`src/rtl/glyph_pkg.sv`:
```
// -----------------------------------------------------------------------------
// glyph_pkg
// Shared constants for the 8x16 digit glyph path: glyph geometry, the ROM
// address width, the highest digit that has a real glyph, and the blit
// sequencer state encoding. The ROM bank mux and the display-update logic
// import this package as well.
// -----------------------------------------------------------------------------
package glyph_pkg;

    localparam int GLYPH_W  = 8;
    localparam int GLYPH_H  = 16;
    localparam int GLYPH_N  = GLYPH_W * GLYPH_H;
    localparam int GLYPH_AW = 7;

    // ROM address split: address = row*GLYPH_W + col
    localparam int COL_W = 3;
    localparam int ROW_W = 4;

    // Digits above this index have no glyph and render blank.
    localparam logic [3:0] DIGIT_MAX = 4'd9;

    // Index of the last pixel in a glyph.
    localparam logic [GLYPH_AW-1:0] IDX_LAST = 7'd127;

    typedef enum logic [1:0] {
        IDLE  = 2'd0,
        FETCH = 2'd1,
        EMIT  = 2'd2,
        DONE  = 2'd3
    } glyph_state_e;

endpackage

```
`src/rtl/glyph_blit_ctrl.sv`:
```
// -----------------------------------------------------------------------------
// glyph_blit_ctrl
// Copies one 8x16 digit glyph from the 1-bit glyph ROM bank into the frame
// buffer at (dst_x, dst_y). A start pulse in IDLE captures the request; the
// block then alternates FETCH (one cycle for the registered ROM read) and
// EMIT (offer one pixel write) for ROM addresses 0..127, and pulses done.
//
// Optional build macro: GLYPH_TRANSPARENT_EN
//   When defined, background pixels are skipped (no write is offered) and
//   only foreground pixels reach the frame buffer.
//
// Ports:
//   clock, reset_n      clock (posedge) and asynchronous active-low reset
//   start               one-cycle blit request, only looked at in IDLE
//   digit, dst_x, dst_y glyph index and top-left position, captured on start
//   busy                high from accepted start through the DONE cycle
//   done                one-cycle pulse after the last pixel is retired
//   rom_sel, rom_addr   glyph ROM select (captured digit) and address
//   rom_q               ROM data, valid one cycle after rom_addr changes
//   fb_valid, fb_ready  pixel write handshake
//   fb_x, fb_y, fb_data pixel position and value
//   dbg_state           current sequencer state (glyph_state_e encoding)
//
// Handshake: a pixel write transfers on a rising clock edge where both
// fb_valid and fb_ready are high. While fb_valid is high and fb_ready is low,
// fb_x, fb_y and fb_data hold their values, and fb_valid stays high until the
// transfer happens. fb_valid does not depend on fb_ready.
// -----------------------------------------------------------------------------
module glyph_blit_ctrl
    import glyph_pkg::*;
#(
    parameter int              X_W   = 10,
    parameter int              Y_W   = 9,
    parameter int              PIX_W = 8,
    parameter logic [PIX_W-1:0] FG   = 8'hFF,
    parameter logic [PIX_W-1:0] BG   = 8'h00
) (
    input  logic                clock,
    input  logic                reset_n,
    input  logic                start,
    input  logic [3:0]          digit,
    input  logic [X_W-1:0]      dst_x,
    input  logic [Y_W-1:0]      dst_y,
    output logic                busy,
    output logic                done,
    output logic [3:0]          rom_sel,
    output logic [GLYPH_AW-1:0] rom_addr,
    input  logic                rom_q,
    output logic                fb_valid,
    input  logic                fb_ready,
    output logic [X_W-1:0]      fb_x,
    output logic [Y_W-1:0]      fb_y,
    output logic [PIX_W-1:0]    fb_data,
    output logic [1:0]          dbg_state
);

    localparam logic [1:0] S_IDLE  = IDLE;
    localparam logic [1:0] S_FETCH = FETCH;
    localparam logic [1:0] S_EMIT  = EMIT;
    localparam logic [1:0] S_DONE  = DONE;

    logic [1:0]          state;
    logic [GLYPH_AW-1:0] idx;
    logic [3:0]          digit_r;
    logic [X_W-1:0]      x_r;
    logic [Y_W-1:0]      y_r;

    logic pix_fg;      // current pixel is foreground
    logic pix_emit;    // a write is being offered this cycle
    logic pix_retire;  // current pixel is finished this cycle

    // rom_q is stable through a stall because rom_addr only moves on retire.
    assign pix_fg = rom_q && (digit_r <= DIGIT_MAX);

`ifdef GLYPH_TRANSPARENT_EN
    // Background pixels are dropped: no write offered, retired immediately.
    assign pix_emit   = (state == S_EMIT) && pix_fg;
    assign pix_retire = (state == S_EMIT) && (!pix_fg || fb_ready);
`else
    assign pix_emit   = (state == S_EMIT);
    assign pix_retire = pix_emit && fb_ready;
`endif

    always_ff @(posedge clock or negedge reset_n) begin
        if (!reset_n) begin
            state   <= S_IDLE;
            idx     <= '0;
            digit_r <= '0;
            x_r     <= '0;
            y_r     <= '0;
        end else begin
            case (state)
                S_IDLE: begin
                    if (start) begin
                        digit_r <= digit;
                        x_r     <= dst_x;
                        y_r     <= dst_y;
                        idx     <= '0;
                        state   <= S_FETCH;
                    end
                end
                S_FETCH: begin
                    state <= S_EMIT;
                end
                S_EMIT: begin
                    if (pix_retire) begin
                        if (idx == IDX_LAST) begin
                            state <= S_DONE;
                        end else begin
                            idx   <= idx + 7'd1;
                            state <= S_FETCH;
                        end
                    end
                end
                S_DONE: begin
                    state <= S_IDLE;
                end
                default: begin
                    state <= S_IDLE;
                end
            endcase
        end
    end

    assign busy      = (state != S_IDLE);
    assign done      = (state == S_DONE);
    assign dbg_state = state;
    assign rom_sel   = digit_r;
    assign rom_addr  = idx;

    // Coordinate adds wrap at the register width, so a glyph near the right
    // or bottom edge continues at column/row 0.
    assign fb_x     = x_r + {{(X_W-COL_W){1'b0}}, idx[COL_W-1:0]};
    assign fb_y     = y_r + {{(Y_W-ROW_W){1'b0}}, idx[GLYPH_AW-1:COL_W]};
    assign fb_valid = pix_emit;
    assign fb_data  = (pix_emit && pix_fg) ? FG : BG;

endmodule
```
`config.mk`:
```
export PLATFORM = sky130hd
export DESIGN_NAME = glyph_blit_ctrl
export DESIGN_NICKNAME = d
export VERILOG_FILES = /design/src/rtl/glyph_pkg.sv /design/src/rtl/glyph_blit_ctrl.sv
export SDC_FILE = /design/constraint.sdc
export NUM_CORES = 1
export LEC_CHECK = 0
export ABC_CLOCK_PERIOD_IN_PS = 2400
export BUFFER_PORTS_ARGS = -buffer_cell sky130_fd_sc_hd__buf_2
export CORE_ASPECT_RATIO = 0.75
export CORE_UTILIZATION = 32
export CTS_BUF_LIST = sky130_fd_sc_hd__clkbuf_8
export CTS_CLUSTER_SIZE = 25
export DETAILED_ROUTE_END_ITERATION = 16
export MAX_ROUTING_LAYER = met4
export SYNTH_ARGS = -nofsm -noshare
export SYNTH_HDL_FRONTEND = slang
export SYNTH_SLANG_ARGS = --single-unit
```
`constraint.sdc`:
```
create_clock -name clock -period 2.4 [get_ports clock]
set_input_delay 0.24 -clock clock [delete_from_list [all_inputs] [get_ports clock]]
set_output_delay 0.24 -clock clock [all_outputs]
set_load 0.005 [all_outputs]
```
==> flow_metrics.env <==
export IMPL_p_switching_uw=982.8
export IMPL_fin_crit_sh=0.9377
export IMPL_reg2reg_to="y_r[7]"
export IMPL_cts_tree="built"
export IMPL_syn_nets=201
export IMPL_seqPwrFrac=0.374
export IMPL_wl_mm=3.982
export IMPL_ys_ff_latch=32
export IMPL_crit_family="adder cells"
export IMPL_synth_area_mm2=0.001928
export IMPL_p_sw_frac=0.3582
export IMPL_antennaDiodeCount=0
export IMPL_report_final_slew_viol_count=0
export IMPL_max_stage_delay_ns=0.38
export IMPL_syn_inst=163
export IMPL_grt_pass1_wl_mm=6.589
export IMPL_grt_max_degree=33
export IMPL_endpoint_kind="primary output"
export IMPL_crit_path_cell_trace="ha_1 > fa_2 > a21o_1 > a21oi_2 > nor2_1 > xor2_1 > buf_2"
export IMPL_finalCriticalPeriod_ns=2.251
export IMPL_hold_class="primary input to asynchronous set/reset pin"
export IMPL_final_hold_viol_count=0
export IMPL_via_count=1414
export IMPL_rsz0062_at_grt="no"
export IMPL_ir_drop_v=0.0004608
export IMPL_place_area_mm2=0.002291
export IMPL_yosysUniqueCellTypes=36
export IMPL_rows=24
export IMPL_fill_cells=588
export IMPL_portBuffers=70
export IMPL_drtIter0Drc=62
export IMPL_path_max_fanout=3
export IMPL_final_antenna_net_count=0
export IMPL_die_area_mm2=0.006343
export IMPL_tns_ns=0
export IMPL_clk_pin_slew_ns=0.07
export IMPL_p_comb_frac=0.474
export IMPL_p_int_mw=1.761
export IMPL_yosysSeqAreaShare=0.4153
export IMPL_clk_latency_ns=0.28
export IMPL_place_gp_congestion=0.8217
export IMPL_skew_ns=0.006547
export IMPL_worst_ep_required_time_ns=2.16
export IMPL_clkPwrFrac=0.152
export IMPL_htreeDepth=2
export IMPL_die_y_um=69.23
export IMPL_fin_util=0.4098
export IMPL_setup_viol=0
export IMPL_placed_cells=303
export IMPL_powerDensity_mw_per_mm2=1149
export IMPL_finalPower_mw=2.743
export IMPL_grt_pass1_vias=1308
export IMPL_via_per_inst=4.547
export IMPL_cts_sinks=32
export IMPL_drc=0
export IMPL_postLayoutCellArea_mm2=0.002387
export IMPL_multi_input_area_mm2=0.001003
export IMPL_final_cell_mix="buf_2 (70), dfrtp_1 (32), mux2_4 (17)"
export IMPL_cts_buffer_depth=2
export IMPL_die_w_um=91.63
export IMPL_max_freq_ghz=0.4443
export IMPL_yosysWarnings=0
export IMPL_r2r_slack_ns=0.67
export IMPL_synthArstFlopShare=1.000
export IMPL_outcome="finished clean"
export IMPL_slew_headroom=0.5022
export IMPL_grt_remaining_overflow=0
export IMPL_design_portCount=71
export IMPL_start_kind="flop"
export IMPL_firstDrtPassIters=4
export IMPL_start_util=0.3310
export IMPL_antenna_found_initial=0
export IMPL_clockRootBuffer="clkbuf_8"
export IMPL_critPathKind="flop to primary output"
export IMPL_hpwl_mm=2.953
export IMPL_seq_area_um2=800.8
export IMPL_holdBufCountCts=0
export IMPL_fin_cells=311
export IMPL_ys_dominant_reg_cell="dfrtp_1"
export IMPL_rr_startpoint="dbg_state[1]"
export IMPL_syn2layout_area_growth_pct=23.82
export IMPL_tightest_slew_ns=0.7466
export IMPL_cts_setup_buffers=0
export IMPL_core_mm2=0.005826
export IMPL_cts_buffers=5
export IMPL_final_nets=270
export IMPL_drv_cap=0
export IMPL_track_usage=0.1373
export IMPL_synth_edf_count=0
export IMPL_synth_avg_cell_area_um2=11.83
export IMPL_crit_arrival_ns=2.01
export IMPL_path_buf_inv=1
export IMPL_slowest_stage="dfrtp_1"
export IMPL_post_drt_wl_per_cell_um=12.80
export IMPL_ff2ff_path_depth=3
export IMPL_leakage_nw=1.259
export IMPL_drive_gt1_frac=0.4721
export IMPL_layout_commonest_cell="buf_2"
[routing by layer]
layer | wire length (µm) | vias up | GRT usage
li1 | - | 710 | -
met1 | 1987 | 667 | 0.1911
met2 | 1764 | 35 | 0.1963
met3 | 222 | 2 | 0.04057
met4 | 8 | 0 | 0.03175
met5 | 0 | - | -
[kinds of logic after synthesis]
| logic type | share of synthesized area |
|---|---|
| xor gates and xnor gates | 0.06360 |
| buffers and inverters | 0.06749 |
| adders and majority gates | 0.07787 |
| muxes | 0.1733 |
| and+or+nand+nor | 0.1006 |
| AOI/OAI and AO/OA | 0.1019 |
| DFF | 0.4153 |
[power groups by stage]
| stage | clock, mW | combinational (mW) | sequential [mW] |
|---|---|---|---|
| after floorplan | 0 | 0.944 | 0.975 |
| after global placement | 0 | 1.30 | 1.02 |
| after detailed placement | 0 | 1.32 | 1.03 |
| after CTS | 0.435 | 1.32 | 1.03 |
| after global routing | 0.460 | 1.44 | 1.07 |
| final | 0.416 | 1.30 | 1.03 |
[worst reg2reg max path, stage by stage (launching register included)]
cell and delay (ns):
dfrtp_1 0.45, or2_4 0.31, nor2_8 0.44, mux2_2 0.41
[worst max path at each step]
stage / cells past startpoint / to / from / slack [ns]
2_1_floorplan: 6 / fb_y[6] / rom_addr[3] / 0.44
4_1_cts: 7 / fb_y[8] / rom_addr[3] / 0.07
3_5_place_dp: 7 / fb_y[8] / rom_addr[3] / 0.30
3_3_place_gp: 7 / fb_y[8] / rom_addr[3] / 0.32
6_report: 7 / fb_y[8] / rom_addr[3] / 0.15
5_1_grt: 8 / fb_x[6] / rom_addr[0] / 0.0007
[final cells by class]
| class | count | share of cell area |
|---|---|---|
| Clock buffer | 6 | 0.03459 |
| Clock inverter | 2 | 0.003145 |
| Inverter | 10 | 0.01572 |
| Multi-Input combinational cell | 112 | 0.4203 |
| Sequential cell | 32 | 0.3354 |
| Tap cell | 78 | 0.04088 |
| Timing Repair Buffer | 71 | 0.1499 |
[synth_stat cells, drive strengths merged, types with 2 or more instances]
| cell type | count | area share |
|---|---|---|
| a21o | 4 | 0.016 |
| nor2 | 10 | 0.028 |
| buf | 9 | 0.048 |
| and3 | 2 | 0.0065 |
| a21oi | 3 | 0.0078 |
| nand4 | 3 | 0.0097 |
| nand2b | 2 | 0.0078 |
| o21ai | 11 | 0.029 |
| fa | 2 | 0.021 |
| inv | 10 | 0.019 |
| nand3 | 3 | 0.010 |
| o31ai | 3 | 0.012 |
| dfrtp | 32 | 0.42 |
| nand2 | 10 | 0.019 |
| xnor2 | 8 | 0.036 |
| and2 | 2 | 0.0071 |
| ha | 8 | 0.052 |
| xor2 | 6 | 0.027 |
| a211oi | 2 | 0.0078 |
| mux2 | 24 | 0.17 |
[stage by stage]
step	setup WS, ns	hold WS (ns)
5_1_grt	0.0006608	0.08204
2_1_floorplan	0.4374	-0.05559
3_5_place_dp	0.2974	0.3620
6_report	0.1494	0.02428
3_3_place_gp	0.3166	0.3623
4_1_cts	0.06589	0.05186
[flip-flops by register name (all words and copies together) (netlist names)]
register / flops
rom_addr: 7
dbg_state: 2
y_r: 9
x_r: 10
rom_sel: 4
[what timing repair did]
| item | in CTS | in global routing |
|---|---|---|
| cloned | 0 | 0 |
| pin swaps | 0 | 1 |
| hold endpoints to repair | 0 | 0 |
| resized for setup | 1 | 1 |
| endpoints found under the setup margin | 1 | 2 |
Power figures use the tool's default switching activity.
